## src/rtl/spectrum_binner_pkg.sv

```systemverilog
// Shared definitions for the spectrum binner: FSM state encoding and a
// constant-evaluable ceil(log2) helper used for derived widths.
package spectrum_binner_pkg;

    typedef enum logic [1:0] {
        IDLE    = 2'd0,
        ACCUM   = 2'd1,
        PUBLISH = 2'd2
    } state_e;

    function automatic int unsigned clog2(input int unsigned v);
        int unsigned r;
        r = 0;
        for (int unsigned i = 0; i < 31; i++) begin
            if (v > (32'd1 << i)) r = i + 1;
        end
        return r;
    endfunction

endpackage

```

## src/rtl/height_scaler.sv

```systemverilog
// Combinational conversion of an averaged group magnitude into a column
// height: linear or log2 scaling, clamp to the matrix, optional peak-hold decay.
module height_scaler
    import spectrum_binner_pkg::*;
#(
    parameter int unsigned BIN_WIDTH   = 24,
    parameter int unsigned MTRX_HEIGHT = 32,
    parameter int unsigned HEIGHT_BITS = 6,
    parameter int unsigned LIN_SHIFT   = 16
) (
    input  logic [BIN_WIDTH-1:0]   avg_i,
    input  logic                   log_mode_i,
    input  logic                   decay_en_i,
    input  logic [HEIGHT_BITS-1:0] prev_i,
    output logic [HEIGHT_BITS-1:0] height_o
);

    localparam logic [BIN_WIDTH-1:0] CAP = BIN_WIDTH'(MTRX_HEIGHT);

    logic [BIN_WIDTH-1:0] lin_w;
    logic [BIN_WIDTH-1:0] log_w;
    logic [BIN_WIDTH-1:0] new_w;
    logic [BIN_WIDTH-1:0] dec_w;

    always_comb begin
        lin_w = avg_i >> LIN_SHIFT;
        if (lin_w > CAP) lin_w = CAP;

        // Log height is the position of the highest set bit plus one.
        log_w = '0;
        for (int unsigned k = 0; k < BIN_WIDTH; k++) begin
            if (avg_i[k]) log_w = BIN_WIDTH'(k + 1);
        end
        if (log_w > CAP) log_w = CAP;

        new_w = log_mode_i ? log_w : lin_w;
        dec_w = (prev_i == '0) ? '0 : BIN_WIDTH'(prev_i) - BIN_WIDTH'(1);
        height_o = HEIGHT_BITS'((decay_en_i && (dec_w > new_w)) ? dec_w : new_w);
    end

endmodule

```

## src/rtl/spectrum_binner.sv

```systemverilog
// Bins a streamed FFT magnitude frame into NUM_COLS column heights held in
// a double-buffered bank; the display bank is read back with 1-cycle latency.
module spectrum_binner
    import spectrum_binner_pkg::*;
#(
    parameter int unsigned BIN_WIDTH   = 24,
    parameter int unsigned NUM_BINS    = 256,
    parameter int unsigned NUM_COLS    = 64,
    parameter int unsigned MTRX_HEIGHT = 32,
    parameter int unsigned HEIGHT_BITS = 6,
    parameter int unsigned LIN_SHIFT   = 16
) (
    input  logic                       MCLK,
    input  logic                       RESET,
    input  logic                       source_valid,
    input  logic                       source_sop,
    input  logic [BIN_WIDTH-1:0]       F_BIN_IN,
    output logic                       sink_ready,
    input  logic                       log_mode,
    input  logic                       decay_en,
    input  logic [clog2(NUM_COLS)-1:0] rd_col,
    output logic [HEIGHT_BITS-1:0]     rd_height,
    output logic                       frame_done
);

    localparam int unsigned GROUP = NUM_BINS / NUM_COLS;
    localparam int unsigned GSH   = clog2(GROUP);
    localparam int unsigned ACC_W = BIN_WIDTH + GSH;
    localparam int unsigned IDX_W = clog2(NUM_BINS);
    localparam int unsigned COL_W = clog2(NUM_COLS);
    localparam logic [IDX_W-1:0] GMASK    = IDX_W'(GROUP - 1);
    localparam logic [IDX_W-1:0] LAST_IDX = IDX_W'(NUM_BINS - 1);

    state_e                 state_q, state_d;
    logic                   ready_q, ready_d;
    logic [IDX_W-1:0]       cnt_q, cnt_d;
    logic [ACC_W-1:0]       acc_q, acc_d;
    logic                   grp_vld_q, grp_vld_d;
    logic [ACC_W-1:0]       grp_sum_q, grp_sum_d;
    logic [COL_W-1:0]       grp_col_q, grp_col_d;
    logic                   grp_log_q, grp_log_d;
    logic                   grp_dec_q, grp_dec_d;
    logic                   disp_sel_q;
    logic [HEIGHT_BITS-1:0] bank_q [2][NUM_COLS];
    logic [HEIGHT_BITS-1:0] rd_q;

    logic                   take_w, last_w, swap_w;
    logic [IDX_W-1:0]       idx_w;
    logic [HEIGHT_BITS-1:0] prev_w, height_w;

    // A sop bin restarts indexing; outside a frame only sop bins are kept.
    assign take_w = source_valid && ready_q && ((state_q == ACCUM) || source_sop);
    assign idx_w  = source_sop ? '0 : cnt_q;
    assign last_w = (idx_w == LAST_IDX);

    always_ff @(posedge MCLK) begin
        if (RESET) state_q <= IDLE;
        else       state_q <= state_d;
    end

    always_comb begin
        state_d = state_q;
        case (state_q)
            IDLE:    if (take_w) state_d = ACCUM;
            ACCUM:   if (take_w && last_w) state_d = PUBLISH;
            PUBLISH: state_d = IDLE;
            default: state_d = IDLE;
        endcase
    end

    always_comb begin
        swap_w     = (state_q == PUBLISH);
        frame_done = swap_w;
        ready_d    = (state_d != PUBLISH);
    end

    always_comb begin
        cnt_d     = cnt_q;
        acc_d     = acc_q;
        grp_vld_d = 1'b0;
        grp_sum_d = grp_sum_q;
        grp_col_d = grp_col_q;
        grp_log_d = grp_log_q;
        grp_dec_d = grp_dec_q;
        if (take_w) begin
            cnt_d = idx_w + 1'b1;
            acc_d = (((idx_w & GMASK) == '0) ? '0 : acc_q) + ACC_W'(F_BIN_IN);
            if ((idx_w & GMASK) == GMASK) begin
                grp_vld_d = 1'b1;
                grp_sum_d = acc_d;
                grp_col_d = COL_W'(idx_w >> GSH);
                grp_log_d = log_mode;
                grp_dec_d = decay_en;
            end
        end
    end

    always_ff @(posedge MCLK) begin
        if (RESET) begin
            ready_q   <= 1'b0;
            cnt_q     <= '0;
            acc_q     <= '0;
            grp_vld_q <= 1'b0;
            grp_sum_q <= '0;
            grp_col_q <= '0;
            grp_log_q <= 1'b0;
            grp_dec_q <= 1'b0;
        end else begin
            ready_q   <= ready_d;
            cnt_q     <= cnt_d;
            acc_q     <= acc_d;
            grp_vld_q <= grp_vld_d;
            grp_sum_q <= grp_sum_d;
            grp_col_q <= grp_col_d;
            grp_log_q <= grp_log_d;
            grp_dec_q <= grp_dec_d;
        end
    end

    assign prev_w = bank_q[disp_sel_q][grp_col_q];

    height_scaler #(
        .BIN_WIDTH  (BIN_WIDTH),
        .MTRX_HEIGHT(MTRX_HEIGHT),
        .HEIGHT_BITS(HEIGHT_BITS),
        .LIN_SHIFT  (LIN_SHIFT)
    ) u_scaler (
        .avg_i     (BIN_WIDTH'(grp_sum_q >> GSH)),
        .log_mode_i(grp_log_q),
        .decay_en_i(grp_dec_q),
        .prev_i    (prev_w),
        .height_o  (height_w)
    );

    // The last group's write and the bank swap share an edge; the write
    // still targets the old write bank and decays against the old display.
    always_ff @(posedge MCLK) begin
        if (RESET) begin
            disp_sel_q <= 1'b0;
            rd_q       <= '0;
            bank_q     <= '{default: '0};
        end else begin
            if (grp_vld_q) bank_q[~disp_sel_q][grp_col_q] <= height_w;
            if (swap_w) disp_sel_q <= ~disp_sel_q;
            rd_q <= bank_q[disp_sel_q][rd_col];
        end
    end

    assign sink_ready = ready_q;
    assign rd_height  = rd_q;

endmodule

```

## config.mk

```make
export PLATFORM = sky130hd
export DESIGN_NAME = spectrum_binner
export DESIGN_NICKNAME = d
export VERILOG_FILES = /design/src/rtl/spectrum_binner_pkg.sv /design/src/rtl/height_scaler.sv /design/src/rtl/spectrum_binner.sv
export SDC_FILE = /design/constraint.sdc
export NUM_CORES = 2
export LEC_CHECK = 0
export BUFFER_PORTS_ARGS = -buffer_cell sky130_fd_sc_hd__buf_2
export CORE_UTILIZATION = 64
export CTS_CLUSTER_DIAMETER = 50
export DETAILED_ROUTE_END_ITERATION = 16
export GPL_TIMING_DRIVEN = 0
export PLACE_DENSITY = 0.79
export SLEW_MARGIN = 20
export SYNTH_ARGS = -nofsm -noshare
export SYNTH_HDL_FRONTEND = slang
export SYNTH_SLANG_ARGS = --single-unit
```

## constraint.sdc

```tcl
create_clock -name MCLK -period 5.75 [get_ports MCLK]
set_input_delay 0.2875 -clock MCLK [delete_from_list [all_inputs] [get_ports MCLK]]
set_output_delay 0.2875 -clock MCLK [all_outputs]
set_load 0.05 [all_outputs]
```

==> implementation parameters, run 1 <==
Parameter                              Value

CTS
  Clock sinks ... about 850
  Buffers from clock root to sink, at most ... 3
  Number of levels in the clock H-tree ... 3
  Clock buffer count from CTS ... 99
  Clock tree root driver cell ... sky130_fd_sc_hd__clkbuf_16

Die
  Effective utilization at floorplan ... between 60% and 70%
  Die Span X ... approximately 270 um
  Die height ... roughly 270 um
  Row count ... 96
  Ports placed on the boundary ... 44

GRT
  Gr usage total ... between 80 and 90%
  Initial antenna violation count ... 47
  Total congestion overflow ... 17
  Pin count of the biggest net entering global routing ... 14

Placement
  Number of placed cells counting well taps ... around 6000
  Post-placement setup slack ... -3.242 ns
  Cell area reported after detailed placement ... between 40000 and 50000 um2
  DPL Wire Length ... roughly 170 mm
  Final estimated routing congestion in global placement ... ~1.1
  Buffers on Ports ... 38

Synthesis
  Count of yosys warnings during synthesis ... 0
  Area fraction in compound gates after synthesis ... ~22%
  Number of enable flip-flop cells after synthesis ... 0
  Number of distinct standard cells referenced by the synthesized netlist ... 65
  Primary flip-flop cell chosen by synthesis mapping ... sky130_fd_sc_hd__dfxtp_1
  Per-instance average area after synthesis ... between 9 and 10 um2
  Number of synthesized register bits ... between 800 and 900
  Share of synthesized area occupied by flip-flops and latches ... 37.99%
  Share of async-settable or async-resettable flops after synthesis ... 0%
  Number of standard cells after synthesis ... approximately 4900
  Post-synthesis instance area ... 44530 um2
  Combinational family with the most area after synthesis ... compound AO/OA/AOI/OAI gates
  Synth Area in Simple Gates ... between 10% and 20%
  Mux contribution to synthesized area ... slightly below 20%
  Area share of fa/ha/maj cells after synthesis ... 1.056%
  Xor and xnor area share after synthesis ... less than 1%

Run status
  Error that stopped the run ... [ERROR GRT-0232] Routing congestion too high. Check the congestion heatmap in the GUI.
  Run status ... did not finish
  Step where the flow halted ... global routing

Timing
  Kind of endpoint with the least setup slack ... register input
  GRT worst endpoint ... bank_q[554]$_SDFFE_PP0P_/D
[per-layer routing]
layer	global-route usage (%)	GRT overflow
met1	85.86	0
met3	77.38	0
met5	64.52	1
met4	79.20	9
met2	94.08	7
[per-stage QoR]
step / util [%] / hold WS [ns]
2_1_floorplan: - / 0.4137
3_3_place_gp: 66.79 / 0.4284
3_5_place_dp: 67.41 / 0.4431
4_1_cts: 77.07 / 0.08521
[what timing repair did]
item / in CTS
hold buffers: 5
setup endpoints to repair: 774
hold endpoints to repair: 5
pin swaps: 32
resized for setup: 546
cloned: 6
buffers inserted: 77
[synth_stat cells (20+ instances only)]
| cell | number | share of area, % |
|---|---|---|
| sky130_fd_sc_hd__inv_1 | 22 | 0.19 |
| sky130_fd_sc_hd__nor3_1 | 20 | 0.22 |
| sky130_fd_sc_hd__o22ai_1 | 192 | 2.7 |
| sky130_fd_sc_hd__buf_2 | 146 | 1.6 |
| sky130_fd_sc_hd__nor2b_1 | 39 | 0.55 |
| sky130_fd_sc_hd__a21oi_1 | 356 | 4.0 |
| sky130_fd_sc_hd__ha_1 | 36 | 1.0 |
| sky130_fd_sc_hd__o21ai_0 | 22 | 0.25 |
| sky130_fd_sc_hd__a211oi_1 | 375 | 6.3 |
| sky130_fd_sc_hd__mux2i_1 | 421 | 9.5 |
| sky130_fd_sc_hd__nor4_1 | 36 | 0.51 |
| sky130_fd_sc_hd__o31ai_1 | 116 | 2.0 |
| sky130_fd_sc_hd__mux4_2 | 185 | 9.4 |
| sky130_fd_sc_hd__nand2_1 | 531 | 4.5 |
| sky130_fd_sc_hd__clkbuf_1 | 243 | 2.0 |
| sky130_fd_sc_hd__a211oi_2 | 20 | 0.56 |
| sky130_fd_sc_hd__o211ai_1 | 258 | 4.3 |
| sky130_fd_sc_hd__nor2_1 | 622 | 5.2 |
| sky130_fd_sc_hd__mux2_2 | 27 | 0.68 |
| sky130_fd_sc_hd__nand3b_1 | 135 | 2.3 |
| sky130_fd_sc_hd__dfxtp_1 | 845 | 38 |
| sky130_fd_sc_hd__buf_4 | 21 | 0.35 |
[cells by family after synthesis]
family                   after synthesis
AO/OA/AOI/OAI                       1421
buffers and inverters                459
other                                  1
multiplexers                         641
adder cells (fa/ha/maj)               37
flip-flops                           845
AND/OR/NAND/NOR                     1447
XOR/XNOR                              21
==> inputs of run 2 (changes only) <==
CORE_UTILIZATION = 40   (was 64)
CTS_CLUSTER_DIAMETER = default   (was 50)
PLACE_DENSITY = default   (was 0.79)
PLACE_DENSITY_LB_ADDON = 0.15   (was default)
==> run 2 against run 1 <==
  * The flow now finishes, with violations (negative setup slack)
  * Area after synthesis did not move
  * Synthesized cell count unchanged
==> implementation parameters, run 2 <==
Parameter                              Value

GRT
  Pin count of the biggest net entering global routing ... 14
  Global-route wire length before repair ... 341.3 mm
  Gr usage total ... between 40% and 50%
  Via count of the first global-routing pass ... around 42000
  Initial antenna violation count ... 17
  Total congestion overflow ... 0

Timing
  Max Slew Vio Count ... 0
  Worst clock skew on the final layout ... ~0.032 ns
  Shortest clock period the worst path allows after layout ... about 6.2 ns
  Hold Fails Final Rpt ... 0
  Final period utilization ... 108.4%
  Slew at the pin closest to its max-slew limit ... ~1.3 ns
  Final WS setup ... -0.4820 ns
  Setup violators final ... around 760
  Unrepaired setup endpoints after global routing ... true
  Headroom to the max-slew limit ... between 10 and 15%
  Worst hold slack after final layout ... ~0.037 ns
  Achievable frequency ... 160.5 MHz

Run status
  Run status ... complete, but fails checks
  Violations in the final reports ... negative setup slack

Cells and area
  Flip-flop count of the largest register after layout ... about 770
  Area added between synthesis and finish ... 24.98%
  Fraction of final layout cells with drive strength greater than 1 ... 21.94%
  Number of standard cells in the layout, taps in and fillers out ... roughly 6700
  Post-layout nets ... between 5000 and 6000
  Commonest cells after routing, fill and taps aside ... sky130_fd_sc_hd__dfxtp_1 (841), sky130_fd_sc_hd__nor2_1 (610), sky130_fd_sc_hd__nand2_1 (528), sky130_fd_sc_hd__mux2i_1 (379), sky130_fd_sc_hd__a21oi_1 (347)
  Top Registers ... bank_q (768), acc_q (26), grp_sum_q (24)
  Largest register by flop count ... bank_q
  Most common cell after layout, fill and taps aside ... sky130_fd_sc_hd__dfxtp_1

Synthesis
  Number of synthesized register bits ... 845 (unchanged)
  Count of yosys warnings during synthesis ... 0 (unchanged)
  Post-synthesis instance area ... 44530 um2 (unchanged)
  Number of enable flip-flop cells after synthesis ... 0 (unchanged)
  Number of distinct standard cells referenced by the synthesized netlist ... 65 (unchanged)
  Cells taking the most area after synthesis ... sky130_fd_sc_hd__dfxtp_1 (38%), sky130_fd_sc_hd__mux2i_1 (9.5%), sky130_fd_sc_hd__mux4_2 (9.4%), sky130_fd_sc_hd__a211oi_1 (6.3%), sky130_fd_sc_hd__nor2_1 (5.2%)
  Synth area leader ... sky130_fd_sc_hd__dfxtp_1
  Number of standard cells after synthesis ... 4872 (unchanged)
  Share of synthesized area occupied by flip-flops and latches ... 37.99% (unchanged)
  Primary flip-flop cell chosen by synthesis mapping ... sky130_fd_sc_hd__dfxtp_1
  Top cells by instance count after synthesis ... sky130_fd_sc_hd__dfxtp_1 (845), sky130_fd_sc_hd__nor2_1 (622), sky130_fd_sc_hd__nand2_1 (531)
  Share of async-settable or async-resettable flops after synthesis ... 0% (unchanged)
  Per-instance average area after synthesis ... 9.141 um2 (unchanged)
  Dominant cell by count in the synthesized netlist ... sky130_fd_sc_hd__dfxtp_1
  Yosys top cell area share ... 37.99% (unchanged)

Worst setup path
  Classification of the worst setup path ... reg -> reg
  Reg2reg path depth ... 14
  Reg-to-reg critical path startpoint ... disp_sel_q$_SDFFE_PP0P_
  WP data required ... 6.40 ns
  Minimum setup slack among reg-to-reg paths ... -0.48 ns
  Critical Path End Type ... flop
  Startpoint Class ... flop
  Reg2reg end ... bank_q[526]$_SDFFE_PP0P_
  Arrival time of data at the critical path endpoint ... between 6 and 7 ns
  Largest fanout of any net on the critical path ... 10

Route
  Number of search-and-repair iterations in the first detailed-routing pass ... 8
  Detailed-route wire length per cell ... 38.23 um
  Total wirelength of the detailed-routed design ... approximately 260 mm
  Via Count ... 47049
  Drt initial violations ... 7781
  Total DRC errors in the routed layout ... 0
  Routed via count divided by cell count ... between 6 and 7
  Remaining antenna violation count after routing ... 0

CTS
  Clock tree root driver cell ... sky130_fd_sc_hd__clkbuf_16
  Clock sinks ... 845 (unchanged)
  Buffers from clock root to sink, at most ... 3 (unchanged)
  Later-pin clock latency in the skew report ... between 0.7 and 0.8 ns
  Clock-pin slew on the worst setup and hold paths ... roughly 0.06 ns
  Number of levels in the clock H-tree ... 3 (unchanged)
  Clock buffer count from CTS ... 97 (-2.0%)
  CTS tree ... built

Placement
  DPL Wire Length ... 178.1 mm (+7.9%)
  Number of placed cells counting well taps ... 6423 (+9.6%)
  Buffers on Ports ... 38 (unchanged)
  Final estimated routing congestion in global placement ... 1.063 (-6.1%)

Pwr
  Static Leakage ... about 17 nW
  Net switching fraction of the power ... 24.62%
  Fraction of power consumed by the clock network ... about half
  Worst ir drop on vdd ... around 210 uV
  Flop pwr share ... between 40 and 50%
  Switching Power ... about 3.2 mW
  Relative contribution of combinational cells to total power ... 4.0%
  Power per unit of standard cell area ... about 230 nW/um2
  Internal power summed over all cells ... 9.791 mW

Die
  Area of the die ... roughly 110000 um2
  Die Span X ... 335.7 um (+26%)
  Ports placed on the boundary ... 44 (unchanged)
  Placeable core area ... ~110000 um2
  Row count ... 122 (+27%)
  Die height ... 335.7 um (+26%)
  Effective utilization at floorplan ... 40.30% (-25 points)

Worst hold path
  Startpoint of the lowest-slack hold path ... F_BIN_IN[1]
  Hold Path Sink ... acc_q[1]$_SDFFE_PP0P_
  Depth of the worst hold-timing path ... 4
  Class of the most critical hold timing path ... in -> reg

Run
  Max Cap Violations ... 0
## run 2: cell counts after synthesis
Identical to the previous run, type by type.
## run 2: logic make-up after synthesis
| family | count (synthesis) | synth area share, % |
|---|---|---|
| mux | 641 | 19.70 |
| flops | 845 | 37.99 |
| xor+xnor | 21 | 0.4130 |
| other cells | 1 | 0.008421 |
| compound gates | 1421 | 21.83 |
| simple gates | 1447 | 14.31 |
| buf+inv | 459 | 4.692 |
| fa+ha+maj | 37 | 1.056 |
## run 2: final cells by class
cell class / count / area, um2
clock buffers: 145 / 2870
diodes: 18 / 45.04
inverters: 22 / 82.58
multi-input cells: 3569 / 27460
repair buffers: 177 / 2038
well taps: 1488 / 1862
flip-flops and latches: 845 / 16920
clock inverters: 29 / 371.6
plain buffers: 437 / 4010
fillers: 10486 / 54860
## run 2: critical path, stage by stage, from the launching register on
cell and delay, ns:
sky130_fd_sc_hd__dfxtp_2 0.34, sky130_fd_sc_hd__buf_12 0.15, sky130_fd_sc_hd__buf_12 0.20, sky130_fd_sc_hd__buf_16 0.14, sky130_fd_sc_hd__buf_16 0.13, sky130_fd_sc_hd__buf_16 0.21, sky130_fd_sc_hd__buf_12 0.21, sky130_fd_sc_hd__clkbuf_1 0.61
sky130_fd_sc_hd__clkbuf_1 1.04, sky130_fd_sc_hd__and2_1 0.24, sky130_fd_sc_hd__buf_2 0.18, sky130_fd_sc_hd__nand2_1 0.68, sky130_fd_sc_hd__nor2_1 1.18, sky130_fd_sc_hd__o211ai_1 0.52, sky130_fd_sc_hd__a21oi_1 0.27
## run 2: worst max path at each step
| stage | slack [ns] | start | endpoint | depth (start not counted) |
|---|---|---|---|---|
| 2_1_floorplan | 0.65 | disp_sel_q$_SDFFE_PP0P_ | bank_q[555]$_SDFFE_PP0P_ | 28 |
| 3_3_place_gp | -3.77 | grp_col_q[0]$_SDFFE_PP0P_ | bank_q[81]$_SDFFE_PP0P_ | 26 |
| 3_5_place_dp | -3.61 | grp_col_q[0]$_SDFFE_PP0P_ | bank_q[3]$_SDFFE_PP0P_ | 27 |
| 4_1_cts | -0.23 | disp_sel_q$_SDFFE_PP0P_ | bank_q[26]$_SDFFE_PP0P_ | 29 |
| 5_1_grt | -0.45 | disp_sel_q$_SDFFE_PP0P_ | bank_q[528]$_SDFFE_PP0P_ | 31 |
| 6_report | -0.48 | disp_sel_q$_SDFFE_PP0P_ | bank_q[526]$_SDFFE_PP0P_ | 14 |
## run 2: per-stage QoR
stage / setup TNS, ns / total power, mW / utilization (%) / setup WS (ns) / area (um2)
after floorplan: 0 / 6.245 / - / 0.6487 / 44540
after global placement: -2620.82 / 6.455 / 42.16 / -3.768 / 46590
after detailed placement: -2498.12 / 6.475 / 42.67 / -3.610 / 47160
after CTS: -96.55 / 12.88 / 48.28 / -0.2258 / 53360
after global routing: -264.94 / 13.16 / 50.32 / -0.4482 / 55610
final: -222.24 / 12.99 / 50.36 / -0.4820 / 55660
## run 2: power by group through the flow
stage / Combinational [mW] / Sequential [mW] / Clock, mW
6_report: 0.523 / 5.86 / 6.60
5_1_grt: 0.520 / 5.86 / 6.77
4_1_cts: 0.484 / 5.87 / 6.53
3_5_place_dp: 0.479 / 6.00 / 0
3_3_place_gp: 0.459 / 6.00 / 0
2_1_floorplan: 0.248 / 6.00 / 0
## run 2: routing by layer
metal  vias to the layer above  global-route usage (%)  wire, um
li1                      18839                       -         -
met1                     23048                   54.86     94320
met2                      3978                   58.89     98280
met3                      1174                   17.90     38540
met4                        10                   34.30     26030
met5                         -                       0       149
## run 2: repair_timing
item	in CTS	in global routing
gates cloned	4	9
buffers inserted	56	41
setup endpoints to repair	774	768
gates resized for setup	506	366
endpoints found under the hold margin	6	0
hold buffers	5	0
pin swaps	35	47
(Power assumes the default switching activity.)
